`config.mk`:
```
export PLATFORM = sky130hd
export DESIGN_NAME = dac_refresh_sched
export DESIGN_NICKNAME = d
export VERILOG_FILES = /design/src/rtl/dac_sched_pkg.sv /design/src/rtl/rr_arb2.sv /design/src/rtl/dac_refresh_sched.sv
export SDC_FILE = /design/constraint.sdc
export NUM_CORES = 1
export LEC_CHECK = 0
export ABC_AREA = 0
export CAP_MARGIN = 15
export CORE_ASPECT_RATIO = 1.2
export CORE_MARGIN = 5
export CORE_UTILIZATION = 60
export DETAILED_ROUTE_END_ITERATION = 16
export DONT_BUFFER_PORTS = 1
export GPL_ROUTABILITY_DRIVEN = 0
export PLACE_DENSITY = 0.87
export SYNTH_ARGS = -nofsm -noshare
export SYNTH_HDL_FRONTEND = slang
export SYNTH_SLANG_ARGS = --single-unit
```
`constraint.sdc`:
```
create_clock -name clk -period 7.5 [get_ports clk]
set_input_delay 2.25 -clock clk [delete_from_list [all_inputs] [get_ports clk]]
set_output_delay 2.25 -clock clk [all_outputs]
set_load 0.005 [all_outputs]
```
`src/rtl/dac_sched_pkg.sv`:
```
// dac_sched_pkg
//   Shared types and helpers for the DAC refresh scheduler.
//   NCH / DW / AW : channel count, code width, channel address width.
//   state_e       : scheduler FSM states.
//   wr_req_t      : bank write request (req, addr, data).
//   next_dirty()  : round-robin search for the next pending channel.
package dac_sched_pkg;

    localparam int NCH = 8;
    localparam int DW  = 12;
    localparam int AW  = 3;

    typedef enum logic [2:0] {
        S_IDLE,
        S_SEL,
        S_LOAD,
        S_WAIT_SPI,
        S_SETTLE
    } state_e;

    typedef struct packed {
        logic          req;
        logic [AW-1:0] addr;
        logic [DW-1:0] data;
    } wr_req_t;

    // First set bit of dirty, searching upward from last+1 and wrapping.
    // The last probe (i == NCH) lands on 'last' itself, so a lone pending
    // bit on the previous channel is still found.
    function automatic logic [AW-1:0] next_dirty(input logic [NCH-1:0] dirty,
                                                 input logic [AW-1:0]  last);
        logic [AW-1:0] idx;
        logic          found;
        next_dirty = last;
        found      = 1'b0;
        for (int i = 1; i <= NCH; i++) begin
            idx = last + AW'(i);
            if (!found && dirty[idx]) begin
                next_dirty = idx;
                found      = 1'b1;
            end
        end
    endfunction

endpackage

```
`src/rtl/rr_arb2.sv`:
```
// rr_arb2
//   Two-way round-robin arbiter with registered one-cycle grants.
//   clk, rst          : clock, asynchronous active-high reset.
//   req_a_i, req_b_i  : requests, held until granted.
//   gnt_a_o, gnt_b_o  : one-cycle grant pulses, asserted the cycle after
//                       the request is seen.
module rr_arb2 (
    input  logic clk,
    input  logic rst,
    input  logic req_a_i,
    input  logic req_b_i,
    output logic gnt_a_o,
    output logic gnt_b_o
);

    logic gnt_a_q, gnt_b_q, gnt_a_d, gnt_b_d;
    logic last_b_q, last_b_d;   // 1: B was granted most recently
    logic elig_a, elig_b;

    // A requester still shows req during its grant cycle; masking it for
    // that cycle keeps a single held request from being granted twice.
    assign elig_a = req_a_i & ~gnt_a_q;
    assign elig_b = req_b_i & ~gnt_b_q;

    always_comb begin
        gnt_a_d  = elig_a & (~elig_b | last_b_q);
        gnt_b_d  = elig_b & (~elig_a | ~last_b_q);
        last_b_d = last_b_q;
        if (gnt_b_d)      last_b_d = 1'b1;
        else if (gnt_a_d) last_b_d = 1'b0;
    end

    // last_b resets high so A wins the first contested cycle.
    always_ff @(posedge clk or posedge rst) begin
        if (rst) begin
            gnt_a_q  <= 1'b0;
            gnt_b_q  <= 1'b0;
            last_b_q <= 1'b1;
        end else begin
            gnt_a_q  <= gnt_a_d;
            gnt_b_q  <= gnt_b_d;
            last_b_q <= last_b_d;
        end
    end

    assign gnt_a_o = gnt_a_q;
    assign gnt_b_o = gnt_b_q;

endmodule

```
`src/rtl/dac_refresh_sched.sv`:
```
// dac_refresh_sched
//   Holds an 8 x 12-bit DAC code bank written by two requesters and
//   cycles dirty channels through one DAC + HC4051 sample/hold mux.
//   clk, rst                  : clock, asynchronous active-high reset.
//   a_req/a_addr/a_data/a_gnt : requester A write port (UART path).
//   b_req/b_addr/b_data/b_gnt : requester B write port (AR9331 path).
//   refresh_all               : pulse, marks every channel dirty.
//   spi_busy, spi_done        : SPI engine status / end-of-frame pulse.
//   spi_start, spi_data       : frame launch pulse and code for the frame.
//   pos, mux_inh              : HC4051 channel select and inhibit.
//   dirty, idle               : pending flags; idle when nothing pending.
module dac_refresh_sched
    import dac_sched_pkg::*;
#(
    parameter int            SETTLE_CYC  = 16,
    parameter int            REFRESH_CYC = 2_500_000,
    parameter logic [DW-1:0] RST_CODE    = 12'h800
) (
    input  logic           clk,
    input  logic           rst,
    input  logic           a_req,
    input  logic [AW-1:0]  a_addr,
    input  logic [DW-1:0]  a_data,
    output logic           a_gnt,
    input  logic           b_req,
    input  logic [AW-1:0]  b_addr,
    input  logic [DW-1:0]  b_data,
    output logic           b_gnt,
    input  logic           refresh_all,
    input  logic           spi_busy,
    input  logic           spi_done,
    output logic           spi_start,
    output logic [DW-1:0]  spi_data,
    output logic [AW-1:0]  pos,
    output logic           mux_inh,
    output logic [NCH-1:0] dirty,
    output logic           idle
);

    localparam int SETTLE_LAST  = (SETTLE_CYC > 1) ? SETTLE_CYC - 1 : 0;
    localparam int SCW          = (SETTLE_LAST > 0) ? $clog2(SETTLE_LAST + 1) : 1;
    localparam int REFRESH_LAST = (REFRESH_CYC > 1) ? REFRESH_CYC - 1 : 0;
    localparam int RCW          = (REFRESH_LAST > 0) ? $clog2(REFRESH_LAST + 1) : 1;
    localparam bit REFRESH_EN   = (REFRESH_CYC > 0);

    state_e                  state_q, state_d;
    logic [NCH-1:0][DW-1:0]  bank_q;
    logic [NCH-1:0]          dirty_q, dirty_d;
    logic [AW-1:0]           ch_q, ch_d, last_ch_q, last_ch_d;
    logic [SCW-1:0]          settle_cnt_q, settle_cnt_d;
    logic [RCW-1:0]          refr_cnt_q, refr_cnt_d;
    logic [DW-1:0]           spi_data_q, spi_data_d;
    logic [AW-1:0]           pos_q, pos_d;
    logic                    mux_inh_q, mux_inh_d;
    logic                    settle_done, refr_run, refr_expire;
    wr_req_t                 a_wr, b_wr, wr;

    // ---------------- write arbitration ----------------
    rr_arb2 u_arb (
        .clk     (clk),
        .rst     (rst),
        .req_a_i (a_req),
        .req_b_i (b_req),
        .gnt_a_o (a_gnt),
        .gnt_b_o (b_gnt)
    );

    assign a_wr = '{req: a_req, addr: a_addr, data: a_data};
    assign b_wr = '{req: b_req, addr: b_addr, data: b_data};

    // Grant cycle is the commit cycle; wr.req here means "commit now".
    always_comb begin
        wr     = b_wr;
        wr.req = b_gnt;
        if (a_gnt) begin
            wr     = a_wr;
            wr.req = 1'b1;
        end
    end

    // ---------------- FSM: state register ----------------
    always_ff @(posedge clk or posedge rst) begin
        if (rst) state_q <= S_IDLE;
        else     state_q <= state_d;
    end

    assign settle_done = (settle_cnt_q == SCW'(SETTLE_LAST));

    // ---------------- FSM: next state ----------------
    always_comb begin
        state_d = state_q;
        case (state_q)
            S_IDLE:     if (|dirty_q) state_d = S_SEL;
            S_SEL:      state_d = S_LOAD;
            S_LOAD:     if (!spi_busy) state_d = S_WAIT_SPI;
            S_WAIT_SPI: if (spi_done) state_d = S_SETTLE;
            S_SETTLE:   if (settle_done) state_d = S_IDLE;
            default:    state_d = S_IDLE;
        endcase
    end

    // ---------------- FSM: outputs / datapath next values ----------------
    always_comb begin
        spi_start    = 1'b0;
        ch_d         = ch_q;
        last_ch_d    = last_ch_q;
        settle_cnt_d = settle_cnt_q;
        spi_data_d   = spi_data_q;
        pos_d        = pos_q;
        mux_inh_d    = mux_inh_q;
        case (state_q)
            S_SEL: ch_d = next_dirty(dirty_q, last_ch_q);
            S_LOAD: begin
                if (!spi_busy) begin
                    spi_start  = 1'b1;
                    spi_data_d = bank_q[ch_q];
                    mux_inh_d  = 1'b1;
                end
            end
            S_WAIT_SPI: begin
                if (spi_done) begin
                    pos_d        = ch_q;
                    mux_inh_d    = 1'b0;
                    settle_cnt_d = '0;
                end
            end
            S_SETTLE: begin
                if (settle_done) last_ch_d = ch_q;
                else             settle_cnt_d = settle_cnt_q + SCW'(1);
            end
            default: ;
        endcase
    end

    // ---------------- dirty flags and periodic refresh ----------------
    assign refr_run    = (state_q == S_IDLE) && (dirty_q == '0);
    assign refr_expire = REFRESH_EN && refr_run && (refr_cnt_q == RCW'(REFRESH_LAST));
    assign refr_cnt_d  = (refr_run && !refr_expire) ? refr_cnt_q + RCW'(1) : '0;

    // Clear first, then set: a same-cycle write or refresh wins over the
    // clear so the channel is picked up again on a later pass.
    always_comb begin
        dirty_d = dirty_q;
        if (spi_start)                  dirty_d[ch_q]    = 1'b0;
        if (wr.req)                     dirty_d[wr.addr] = 1'b1;
        if (refresh_all || refr_expire) dirty_d          = '1;
    end

    always_ff @(posedge clk or posedge rst) begin
        if (rst) begin
            for (int i = 0; i < NCH; i++) bank_q[i] <= RST_CODE;
            dirty_q      <= '1;
            ch_q         <= '0;
            last_ch_q    <= AW'(NCH - 1);
            settle_cnt_q <= '0;
            refr_cnt_q   <= '0;
            spi_data_q   <= '0;
            pos_q        <= '0;
            mux_inh_q    <= 1'b1;
        end else begin
            if (wr.req) bank_q[wr.addr] <= wr.data;
            dirty_q      <= dirty_d;
            ch_q         <= ch_d;
            last_ch_q    <= last_ch_d;
            settle_cnt_q <= settle_cnt_d;
            refr_cnt_q   <= refr_cnt_d;
            spi_data_q   <= spi_data_d;
            pos_q        <= pos_d;
            mux_inh_q    <= mux_inh_d;
        end
    end

    // In LOAD the live bank value is presented so spi_data is already valid
    // in the spi_start cycle; the latched copy holds it for the frame.
    assign spi_data = (state_q == S_LOAD) ? bank_q[ch_q] : spi_data_q;
    assign pos      = pos_q;
    assign mux_inh  = mux_inh_q;
    assign dirty    = dirty_q;
    assign idle     = refr_run;

endmodule

```
[Word-level counts from Yosys, hierarchy flattened]
Cells that the tools add are included.
Cells by class
  $mul: 0
  order comparisons: 12
  mux-type cells: 68
  equal/unequal tests: 11
  bitwise logic cells: 15
  divide/modulo/power cells: 0
  reductions and logical operators: 33
  shift operators: 0
  $add $sub $neg: 9
Operators by type and width (count)
  $bwmux 96: 1
  $lt 3x4->1 const B: 10
  $bmux 12 s3: 1
  $demux 12 s3: 1
  $mux 12: 3
  $mux 3: 12
  $mux 1: 30
  $bmux 1 s3: 8
  $mux 8: 3
  $add 22x1->22 const B: 1
  $eq 22x22->1 const B: 1
  $mux 22: 1
  $mux 16: 1
  $pmux 3 s5: 1
  $add 3x3->3 const B: 4
  $logic_and 1x1->1: 12
  $ne 2x2->1 const B: 5
  $and 8x8->8: 1
  $logic_not 1->1: 8
  $logic_not 8->1: 1
  $mux 4: 2
  $not 8->8: 1
  $or 8x8->8: 1
  $pmux 4 s2: 1
  20 further kinds: 38
Storage, ports and cells
  memory bits (read-only): 0
  bits in latches: 0
  memories: 0
  bits of input ports: 37
  output and inout bits: 28
  word-level logic and storage cells: 168
  bits in registers: 158
  bits in writable memories: 0

[Longest topological paths before layout]
  depth in word-level cells: 32
  gate-level depth with buffers: 12
  mapped depth without buffers: 9

[Hierarchy]
From an unflattened synthesis, not the netlist that was laid out.
Unflattened totals
  cell total of the unflattened synthesis: 811
  area, all modules: 7788.7 µm²
Modules (own cells, without submodules)
  dac_refresh_sched: sequential area each 3903.7 µm², instances 1, cells an instance 800, area each 7656.1 µm²
  rr_arb2: sequential area each 76.3 µm², instances 1, cells an instance 11, area each 132.6 µm²

[Worst setup path after synthesis]
Ideal clock, no wire load.
  path kind: input-to-output
  start: input port spi_busy
  end: output port spi_start
  slack: 2424 ps
  required time: 5250 ps
  stages on the path: 3
  buffers on the path: 2
  arrival time: 2826 ps
  path through: nor2b_1 -> clkbuf_1 -> clkbuf_1
On the way
  word-level cells in the longest chain between the ends: 2
Ends and longest elaborated chain
  from (decl): line dac_refresh_sched.sv:30  | input logic spi_busy,
  $mux 1: line dac_refresh_sched.sv:114  | if (!spi_busy) begin
  $mux 1: line dac_refresh_sched.sv:111  | case (state_q)
  to (decl): line dac_refresh_sched.sv:32  | output logic spi_start,
Every way passes these cells.

[Worst setup path after layout]
  start: register ch_q[1]
  end: output port spi_data[10]
On the way
  word-level cells in the longest chain between the ends: 3
Ends and longest elaborated chain
  from (decl): line dac_refresh_sched.sv:49  | logic [AW-1:0] ch_q, ch_d, last_ch_q, last_ch_d;
  from (signal assigned): line dac_refresh_sched.sv:163  | ch_q <= ch_d;
  $bmux 12 s3: line dac_refresh_sched.sv:175  | assign spi_data = (state_q == S_LOAD) ? bank_q[ch_q] : spi_data_q;
  $mux 12 (not written as such): line dac_refresh_sched.sv:175
  $mux 12: line dac_refresh_sched.sv:175
  to (decl): line dac_refresh_sched.sv:33  | output logic [DW-1:0] spi_data,
Every way passes these cells. The select of a mux whose other input is x is not followed.

==> flow_summary.toml <==
[routing]
route.detailed.drc = 0
totalWireLength_um = 20000
drt_first_pass_iters = 7
dr.first_iter.drc_count = 785
ant_nets = 0
vias = 6419
wl_per_cell_um = 20.6
via_per_inst = 6.62

[logic_synthesis]
syn_nets = 854
synth_flop_cell = "dfrtp_1"
synthArstFlopShare_pct = 100
synth_edf_count = 0
syn_inst = 813
synth_cell_type_count = 61
syn_area_per_cell_um2 = 9.58
synth_top_area_share_pct = 44.0
ys_ff_latch = 158
yosysWarnings = 0
ys_seq_area_share_pct = 51.1
syn_area_um2 = 7790
yosys-top-cells-area = "dfrtp_1, dfstp_2, nand2_1, nor2_1, o21ai_0"
synth_top_cell_by_area = "dfrtp_1"

[worst_setup_path]
cp-start-kind = "register"
arrival_ns = 2.70
critPathSlowestCell = "nor2_1"
cp_data_required_time_ns = 5.25
worstPathCellList = "nand2_1, nor2_1, a22oi_1, and3_1, a21oi_1"
cp-end-kind = "output port"
cp_max_fo = 13
path_class = "register to output port"
slowest_delay_ns = 0.86

[clock_tree]
insertion_delay_ns = 0.44
cts_resized = 0
cts_sinks = 158
cts-root-buf = "clkbuf_16"
numCtsBuffers = 17
clk_pin_slew_worst_paths_ns = 0.06
post-cts-setup-buffers = 0
cts_buffer_depth = 2
tritoncts = "built"
cts_hold_buf = 0
h-tree-depth = 4

[pwr]
power_density_nw_per_um2 = 352
p_leak_uw = 0.00342
p_int_uw = 1950
switchingPower_uw = 1030
peakVddDrop_mv = 0.293
switching_share_pct = 34.6
comb_power_share_pct = 25.3
p_total_uw = 2980
p_clk_share_pct = 28.6
seqPwrFrac_pct = 46.2

[floorplan]
die_area_um2 = 15400
start_util_pct = 61.5
rows = 45
die_h_um = 135
ioPinCount = 65
placeableCoreArea_um2 = 12700
die_w_um = 114

[final_layout]
stdcell_count = 969
fin_util_pct = 66.8
antenna_cells = 0
fillCellCount = 918
final_layout_size_suffix_gt1_share_pct = 11.4
area_delta_synth_final_pct = 8.66
nets = 834

[sta]
tightest_slew_ns = 1.13
fin_crit_sh_pct = 66.0
max_freq_mhz = 202
drv_slew = 0
hold_violations = 0
rsz0062_at_grt = "no"
skew_ns = 0.00736
relSlewSlack_pct = 24.1
fin_setup_tns_ns = 0
fin_hold_ws_ns = 0.480
finalSetupViolCount = 0
period_minus_slack_ns = 4.95

[placed_design]
dp_cells = 938
dp.final_hpwl_um = 12900
port_buffers = 0

[worst_hold_path]
min_path_type = "register to register"

[global_routing]
grt_max_degree = 90
antenna_found_initial = 0
gr-total-overflow = 0
grt_pass1_wl_um = 32700
grt_pass1_vias = 6423
gr-usage-all-layers_pct = 26.9

[job]
cap_violations = 0

[run_status]
status = "complete, no violations"
==> power by group through the flow <==
stage                     Clock [µW]  Combinational [µW]  Sequential, µW
after CTS                        852                 749            1370
after detailed placement           0                 733            1380
after global placement             0                 683            1350
after floorplan                    0                 571            1300
after global routing             889                 840            1410
final                            852                 754            1380
==> state kept, by name, indices dropped and copies added (netlist names) <==
register	count
bank_q	96
refr_cnt_q	22
spi_data_q	12
dirty	8
settle_cnt_q	4
ch_q	3
last_ch_q	3
pos	3
state_q	3
mux_inh	1
u_arb.gnt_a_o	1
u_arb.gnt_b_o	1
u_arb.last_b_q	1
==> cells by family after synthesis <==
group | synth area share (%)
AO/OA/AOI/OAI | 17.3
adder cells (fa/ha/maj) | 0.642
multiplexers | 7.28
XOR/XNOR | 2.91
flip-flops | 51.1
buffers and inverters | 3.24
AND/OR/NAND/NOR | 17.5
==> Yosys cell counts (all sizes together), types with 4 or more instances <==
cell,instances
dfrtp,137
nand2,105
nor2,103
o21ai,71
a21oi,70
clkbuf,43
a22oi,32
mux2i,25
dfstp,21
nand3,21
and3,15
inv,15
xor2,15
mux2,11
a22o,10
xnor2,10
a221oi,9
mux4,8
nand4,8
nor3,8
and4,6
nor3b,6
a31oi,5
and2,5
buf,5
ha,4
nor2b,4
o22ai,4
o31ai,4
==> through the flow <==
stage / area, µm² / worst slack [ns]
floorplan: 7790 / 1.02
global placement: 7880 / 2.59
detailed placement: 7880 / 2.58
CTS: 8460 / 2.58
global route: 8460 / 2.43
finish: 8460 / 2.55
==> cell usage in the layout (no fill, tap or decap), types with 6 or more instances in the layout <==
cell / synthesis / layout
a21oi_1: 69 / 69
nand2_1: 105 / 105
xor2_1: 15 / 15
mux2i_1: 24 / 24
dfstp_2: 21 / 21
nand3_1: 20 / 20
a22oi_1: 32 / 32
a22o_1: 10 / 10
mux2_2: 11 / 11
nor2_1: 102 / 102
mux4_2: 8 / 8
inv_1: 15 / 14
nand4_1: 8 / 8
and3_1: 15 / 15
clkbuf_16: 0 / 17
dfrtp_1: 137 / 137
xnor2_1: 9 / 9
nor3_1: 8 / 8
a221oi_1: 9 / 9
o21ai_0: 70 / 69
buf_4: 2 / 9
and4_1: 6 / 6
==> critical path: cells and delay by family (launching register included) <==
kind,cells,cell delay [ns]
DFF,1,0.54
and+or+nand+nor,3,1.19
AOI/OAI and AO/OA,2,0.53
==> per-layer routing <==
layer	global-route usage (%)	wire (µm)
met1	33.4	7550
met2	45.8	10300
met3	5.20	1460
met4	11.2	617
met5	0	0
==> final cells by class <==
cell class                 instances  area [µm²]  area share [%]
tap                              164         205            2.42
timing repair buffer               9        67.6           0.798
inverter                          15        61.3           0.724
sequential                       158        3980            47.0
multi-input combinational        592        3560            42.1
clock buffer                      22         484            5.72
clock inverter                     9         101            1.20
==> path summary, 6_finish.rpt <==
kind | startpoint | end | slack, ns | cells past startpoint
setup / recovery | ch_q[1] | spi_data[10] | 2.55 | 5
max in group asynchronous | rst | bank_q[36] | 4.34 | 2
hold reg to reg | bank_q[20] | bank_q[20] | 0.48 | 2
min in group asynchronous | rst | bank_q[34] | 1.82 | 1
hold / removal | bank_q[20] | bank_q[20] | 0.48 | 2
setup reg to reg | last_ch_q[1] | ch_q[0] | 3.56 | 9
No activity file was read; power rests on OpenSTA's default activity.
